===== config.mk =====
export PLATFORM = sky130hd
export DESIGN_NAME = requant_pack
export DESIGN_NICKNAME = d
export VERILOG_FILES = /design/src/rtl/requant_pkg.sv /design/src/rtl/requant_pack_sat8.sv /design/src/rtl/requant_pack.sv
export SDC_FILE = /design/constraint.sdc
export NUM_CORES = 1
export LEC_CHECK = 0
export BUFFER_PORTS_ARGS = -buffer_cell sky130_fd_sc_hd__buf_4
export CORE_MARGIN = 2
export CORE_UTILIZATION = 45
export DETAILED_ROUTE_END_ITERATION = 8
export HOLD_SLACK_MARGIN = 0.02
export PLACE_DENSITY = 0.67
export RECOVER_POWER = 50
export SYNTH_ARGS = -nofsm -noshare
export SYNTH_HDL_FRONTEND = slang
export SYNTH_SLANG_ARGS = --single-unit

===== constraint.sdc =====
create_clock -name clk -period 2.6 [get_ports clk]
set_clock_uncertainty 0.2 [all_clocks]
set_input_delay 0.26 -clock clk [delete_from_list [all_inputs] [get_ports clk]]
set_output_delay 0.26 -clock clk [all_outputs]
set_load 0.02 [all_outputs]

===== src/rtl/requant_pkg.sv =====
// Shared constants, header layout and FSM state type for the requant_pack slice.
package requant_pkg;

   localparam int unsigned BYTE_W = 8;
   localparam int unsigned PACK   = 4;
   localparam int unsigned WORD_W = 64;

   localparam logic [7:0]  HDR_MAGIC     = 8'hA5;
   localparam int unsigned HDR_MAGIC_LSB = 56;
   localparam int unsigned HDR_SHIFT_LSB = 50;
   localparam int unsigned HDR_SHIFT_W   = 6;
   localparam int unsigned HDR_SAT_LSB   = 32;
   localparam int unsigned HDR_SAT_W     = 16;
   localparam int unsigned HDR_SPEC_LSB  = 0;
   localparam int unsigned HDR_SPEC_W    = 32;

   typedef enum logic {
      WAIT_SYNC,
      DATA
   } state_e;

   function automatic logic [WORD_W-1:0] make_hdr(
      input logic [HDR_SHIFT_W-1:0] shift,
      input logic [HDR_SAT_W-1:0]   sat,
      input logic [HDR_SPEC_W-1:0]  spec
   );
      return {HDR_MAGIC, shift, 2'b00, sat, spec};
   endfunction

endpackage


===== src/rtl/requant_pack_sat8.sv =====
// Combinational unsigned saturator from DIN_WIDTH bits to one byte, with clip flag.
module requant_sat8 #(
   parameter int unsigned DIN_WIDTH = 32
) (
   input  logic [DIN_WIDTH-1:0] din,
   output logic [7:0]           dout,
   output logic                 clip
);

   always_comb begin
      clip = (din > DIN_WIDTH'(255));
      dout = clip ? '1 : din[7:0];
   end

endmodule


===== src/rtl/requant_pack.sv =====
// Requantise two power streams to 8 bits, pack 4 channel pairs per 64-bit word and
// emit a per-spectrum header. Saturation counting is built only with REQUANT_SATCNT_EN.
module requant_pack #(
   parameter int unsigned DIN_WIDTH   = 32,
   parameter int unsigned SHIFT_WIDTH = 6,
   parameter int unsigned CHANNELS    = 2048
) (
   input  logic                   clk,
   input  logic                   rst_n,
   input  logic [DIN_WIDTH-1:0]   din1,
   input  logic [DIN_WIDTH-1:0]   din2,
   input  logic                   din_valid,
   input  logic                   sync_in,
   input  logic [SHIFT_WIDTH-1:0] shift_val,
   output logic [63:0]            dout,
   output logic                   dout_valid,
   output logic                   dout_hdr,
   output logic                   dout_last,
   output logic                   sync_err
);
   import requant_pkg::*;

   localparam int unsigned CH_W = $clog2(CHANNELS);

   logic [7:0]  byte1, byte2;
   logic        clip1, clip2;
   logic [15:0] pair;
   logic        sync_evt;
   logic [HDR_SAT_W-1:0] sat_hdr;

   state_e      state_q, state_d;
   logic [CH_W-1:0] ch_cnt_q, ch_cnt_d;
   logic [WORD_W-1:0] word_q, word_d;
   logic [31:0] spec_q, spec_d, spec_hdr;
   logic [63:0] dout_q, dout_d;
   logic        dout_valid_q, dout_valid_d;
   logic        dout_hdr_q, dout_hdr_d;
   logic        dout_last_q, dout_last_d;
   logic        sync_err_q, sync_err_d;

   requant_sat8 #(.DIN_WIDTH(DIN_WIDTH)) u_sat1 (.din(din1), .dout(byte1), .clip(clip1));
   requant_sat8 #(.DIN_WIDTH(DIN_WIDTH)) u_sat2 (.din(din2), .dout(byte2), .clip(clip2));

   assign pair = {byte1, byte2};
   // Channel 0 of a spectrum never sits in DATA, so any qualified sync there is early.
   assign sync_evt = din_valid && sync_in;

`ifdef REQUANT_SATCNT_EN
   logic [HDR_SAT_W-1:0] sat_q, sat_d, sat_base;
   logic [HDR_SAT_W:0]   sat_sum;
   logic                 accept;

   always_comb begin
      accept   = sync_evt || (din_valid && (state_q == DATA));
      sat_base = sync_evt ? '0 : sat_q;
      sat_sum  = {1'b0, sat_base} + (HDR_SAT_W+1)'(clip1) + (HDR_SAT_W+1)'(clip2);
      sat_d    = sat_q;
      if (accept) begin
         sat_d = sat_sum[HDR_SAT_W] ? '1 : sat_sum[HDR_SAT_W-1:0];
      end
      sat_hdr  = sat_q;
   end

   always_ff @(posedge clk or negedge rst_n) begin
      if (!rst_n) sat_q <= '0;
      else        sat_q <= sat_d;
   end
`else
   logic unused_clip;
   assign unused_clip = clip1 ^ clip2;
   assign sat_hdr     = '0;
`endif

   always_comb begin
      state_d      = state_q;
      ch_cnt_d     = ch_cnt_q;
      word_d       = word_q;
      spec_d       = spec_q;
      spec_hdr     = spec_q;
      dout_d       = dout_q;
      dout_valid_d = 1'b0;
      dout_hdr_d   = 1'b0;
      dout_last_d  = 1'b0;
      sync_err_d   = sync_err_q;

      if (sync_evt) begin
         if (state_q == DATA) begin
            sync_err_d = 1'b1;
            spec_d     = spec_q + 32'd1;
            spec_hdr   = spec_q + 32'd1;
         end
         dout_d       = make_hdr(HDR_SHIFT_W'(shift_val), sat_hdr, spec_hdr);
         dout_valid_d = 1'b1;
         dout_hdr_d   = 1'b1;
         word_d       = {pair, 48'h0};
         ch_cnt_d     = CH_W'(1);
         state_d      = DATA;
      end else if (din_valid && (state_q == DATA)) begin
         case (ch_cnt_q[1:0])
            2'd0:    word_d[63:48] = pair;
            2'd1:    word_d[47:32] = pair;
            2'd2:    word_d[31:16] = pair;
            default: word_d[15:0]  = pair;
         endcase
         ch_cnt_d = ch_cnt_q + CH_W'(1);
         if (ch_cnt_q[1:0] == 2'd3) begin
            dout_d       = word_d;
            dout_valid_d = 1'b1;
         end
         if (ch_cnt_q == CH_W'(CHANNELS-1)) begin
            dout_last_d = 1'b1;
            spec_d      = spec_q + 32'd1;
            state_d     = WAIT_SYNC;
         end
      end
   end

   always_ff @(posedge clk or negedge rst_n) begin
      if (!rst_n) begin
         state_q      <= WAIT_SYNC;
         ch_cnt_q     <= '0;
         word_q       <= '0;
         spec_q       <= '0;
         dout_q       <= '0;
         dout_valid_q <= 1'b0;
         dout_hdr_q   <= 1'b0;
         dout_last_q  <= 1'b0;
         sync_err_q   <= 1'b0;
      end else begin
         state_q      <= state_d;
         ch_cnt_q     <= ch_cnt_d;
         word_q       <= word_d;
         spec_q       <= spec_d;
         dout_q       <= dout_d;
         dout_valid_q <= dout_valid_d;
         dout_hdr_q   <= dout_hdr_d;
         dout_last_q  <= dout_last_d;
         sync_err_q   <= sync_err_d;
      end
   end

   assign dout       = dout_q;
   assign dout_valid = dout_valid_q;
   assign dout_hdr   = dout_hdr_q;
   assign dout_last  = dout_last_q;
   assign sync_err   = sync_err_q;

endmodule


==> results.md <==
Synth:
- After synthesis, the share of flip-flops with an asynchronous set or reset is 1.000.
- After synthesis, the mean cell area works out to 9.764 sq um.
- The fraction of synthesized cell area taken by the top area cell type is 0.5001.
- The fraction of the yosys area taken by sequential cells is 0.5001.
- The most area-hungry cell type in the Yosys netlist is sky130_fd_sc_hd__dfrtp_1.
- The synthesized flop and latch total is 176.
- Summing every instance area after synthesis gives 8807 sq um.
- The count of cell types in the netlist is 57.
- When the netlist entered floorplanning its net count stood at 982.
- The count of yosys warnings during synthesis is 0.
- Yosys attributes the largest share of cell area to sky130_fd_sc_hd__dfrtp_1 50%, sky130_fd_sc_hd__nor2_1 5.4%, sky130_fd_sc_hd__a211oi_1 4.3%.
- In this run, synthesis inferred 0 flip-flops with an integrated enable.
- The top flip-flop cell by instance count after synthesis is sky130_fd_sc_hd__dfrtp_1.
- The synthesized instance count is 902.

Place:
- OpenSTA, run right after detailed placement, puts the worst setup slack at 0.1780 ns.
- The half-perimeter wire length of the detailed placement result is 16900 um.
- Port buffering added 141 buffers.
- The placer's final routability congestion estimate is 0.8865.

Power:
- The analysis attributes to net switching a power of 2727 uW.
- The internal portion of the total power is 5471 uW.
- The worst-case IR drop observed on VDD is 459.9 uV.
- The share of total power dissipated in combinational logic is 0.240.
- Of the total power, the share spent switching nets is 0.3326.
- The power share of the sequential group is 0.435.
- Of the total power, the clock network draws 0.325.
- For this design the ratio of total power to cell area is 749.7 nW/um^2.
- The static leakage power is 0.004847 uW.

Floorplanning:
- The area enclosed by the die boundary is 20710 sq um.
- The initial utilization of the core area, before any placement, comes to 0.4555.
- The width of the die is 143.9 um.
- The die is 143.9 um tall.
- The core area is 19330 sq um.
- 142 I/O pins were placed.
- The initialized floorplan defines 51 standard-cell rows.

Finish:
- The antenna diode instance count is 0.
- The area overhead of the layout relative to synthesis is 24.17%.
- In the final layout, the share of cells above drive strength 1 is 0.1970.
- In the final design database the tool counted 1133 nets.

Drt:
- The number of violations reported at the end of detailed-routing iteration 0 is 574.
- The via count normalized by instance count is 5.662.
- For this block, the routed nets add up to 24720 um of wire.
- The remaining design rule violation count is 0.
- The total vias in the final route is 7536.
- The detail route stage leaves a number of antenna-violating nets equal to 0.
- The first-pass detailed-route iteration total is 9.
- In the final routed layout, each cell accounts on average for 18.57 um.

CTS:
- The maximum level of the CTS H-tree is 4.
- The clock root buffer master is sky130_fd_sc_hd__clkbuf_16.
- The post-CTS setup-driven buffer insertion count is 0.
- The clock passes through at most 2 buffers.
- TritonCTS built the clock tree.
- The number of clock buffers added by TritonCTS is 17.
- The clock latency reported for the late side of the worst-skew pair is 0.44 ns.
- The clock net in this run drives a total of 176 sinks.
- Clock-pin slew was measured on the worst setup and hold paths at 0.07 ns.

GRT:
- The global routing usage on met3 is 0.03865.
- The maximum number of pins on one net before global-route repair is 106.
- The leftover overflow at the end of global routing is 0.
- In this run the most used layer during global routing was met2.
- For this run, global-route usage on met1 was measured as 0.3523.
- The number of global-route vias before repair came to 7141.
- For this run, the total global-route usage over all layers was measured as 0.2442.
- The wire length of the first global-routing pass is 38610 um.
- For this run, global-route usage on met2 was measured as 0.3754.
- The number of antenna violations at the first check in global routing is 0.

Setup path:
- The data arrival at the endpoint of the critical path is 2.44 ns.
- For flop-to-flop paths, the worst setup slack is 0.28 ns.
- Measured in cells, the most critical reg-to-reg path has a length of 7.
- In this run the critical register-to-register path is captured at dout[30].
- The kind of launch point of the worst setup path is a flop.
- By startpoint and endpoint, the worst setup path is classified as flop to flop.
- The startpoint of the most critical register-to-register path is spec_q[0].
- At the worst endpoint, the required time is 2.72 ns.
- The maximum fanout encountered on the critical timing path is 8.
- The kind of capture point of the worst setup path is a flop.
- The critical path starts at spec_q[0].

Outcome:
- The final reports fail on max-capacitance violations, max-slew violations.
- The flow ran to the end, but the final reports show violations.

Timing:
- The smallest clock period supported by the final layout is computed as 2.319 ns.
- The final hold violation count came to 0.
- At the pin with the least slew margin, the transition time is 1.608 ns.
- Setup repair after global routing left no endpoint under its margin.
- Setup violations remaining at the end of the flow were counted as 0.
- The worst slew slack as a fraction of its limit is -0.07220.
- The setup TNS is 0 ns.
- The worst path meets setup with 0.2811 ns of slack.
- The number of max-slew violations in the final report is 62.
- In the finished design, the share of the clock period the worst path needs comes to 0.8919.
- The fmax is 431.2 MHz.

Worst hold path:
- The worst hold path begins at din1[6].
- The path category of the worst min-delay check is primary input to flop.
- The number of instances on the worst hold path is 4.
- The hold path endpoint is dout[30].

Flow run:
- The tool flagged a number of max-cap violations equal to 1.
## power groups by stage
stage	Combinational [uW]	Clock, uW	Sequential [uW]
after floorplan	1060	0	3740
after global placement	2010	0	3600
after detailed placement	2040	0	3610
after CTS	2080	2700	3560
after global routing	2180	2830	3620
final	1970	2660	3560
## cells in the final DEF, fill, tap and decap left out, types with 31 or more instances in the layout
master	synthesis	layout
sky130_fd_sc_hd__xnor2_1	40	40
sky130_fd_sc_hd__nand2_1	57	57
sky130_fd_sc_hd__xor2_1	31	31
sky130_fd_sc_hd__a211oi_1	51	51
sky130_fd_sc_hd__nor2_1	127	126
sky130_fd_sc_hd__a21oi_1	50	50
sky130_fd_sc_hd__buf_4	0	135
sky130_fd_sc_hd__clkbuf_1	52	41
sky130_fd_sc_hd__o21ai_0	53	53
sky130_fd_sc_hd__dfrtp_1	176	175
## worst max path at each step
| stage | to | slack (ns) | depth (start not counted) |
|---|---|---|---|
| 2_1_floorplan | spec_q[1] | 0.43 | 6 |
| 3_3_place_gp | dout[26] | 0.20 | 6 |
| 3_5_place_dp | dout[26] | 0.18 | 6 |
| 4_1_cts | dout[26] | 0.15 | 6 |
| 5_1_grt | spec_q[0] | 0.05 | 3 |
| 6_report | dout[30] | 0.28 | 7 |
## cells in the mapped netlist (all sizes together), types with 27 or more instances
cell      n
nor2    129
nor3     27
a211oi   51
dfrtp   176
a221o    30
inv      27
clkbuf   56
a21oi    50
o21ai    53
nand2    57
xor2     31
xnor2    40
## stage by stage
step                hold slack [ns]  total power, uW  std cells    util  cell area [sq um]
CTS                         0.02463             8340       1331  0.5743              11100
global route                0.06079             8624       1331  0.5656              10940
detailed placement          0.09288             5650       1278  0.5321              10290
floorplan                   -0.2356             4801        902       -               8807
finish                      0.04185             8198       1331  0.5656              10940
global placement            0.09172             5606       1278  0.5321              10290
## cell type report
class / count / area, sq um
clock inverter: 14 / 165.2
sequential: 176 / 4405
inverter: 28 / 106.4
multi-input combinational: 626 / 4015
timing repair buffer: 204 / 1473
fill: 1692 / 8399
tap: 265 / 331.6
clock buffer: 18 / 439.2
## flip-flops by register name, indices dropped and copies added, names as in the netlist
| signal | cells |
|---|---|
| dout_valid | 1 |
| ch_cnt_q | 11 |
| spec_q | 32 |
| dout_hdr | 1 |
| state_q | 1 |
| dout_last | 1 |
| word_q | 64 |
| dout | 64 |
| sync_err | 1 |
## cell families after synthesis
logic type                 count (synthesis)  synth area share
buffers and inverters                    100           0.04503
AOI/OAI and AO/OA                        248            0.1953
xor gates and xnor gates                  71           0.07061
DFF                                      176            0.5001
muxes                                      3          0.003552
and+or+nand+nor                          298            0.1769
adders and majority gates                  6          0.008524
## critical path, cell delays in order, from the launching register on
cell and delay (ns):
sky130_fd_sc_hd__dfrtp_2 0.46, sky130_fd_sc_hd__ha_1 0.24, sky130_fd_sc_hd__nand4_1 0.31, sky130_fd_sc_hd__nor3_1 0.23, sky130_fd_sc_hd__buf_4 0.17, sky130_fd_sc_hd__nand4_1 0.12
sky130_fd_sc_hd__xnor2_1 0.18, sky130_fd_sc_hd__a221o_1 0.29
## routing by layer
metal	wire length [um]	vias up
met5	0	-
met1	11180	3704
li1	-	3552
met3	1286	29
met4	602	0
met2	11650	251
## timing repair
action,CTS,global route
resized for setup,0,3
endpoints found under the setup margin,0,5
hold buffers,21,0
hold endpoints to repair,86,0
Power figures use the tool's default switching activity.
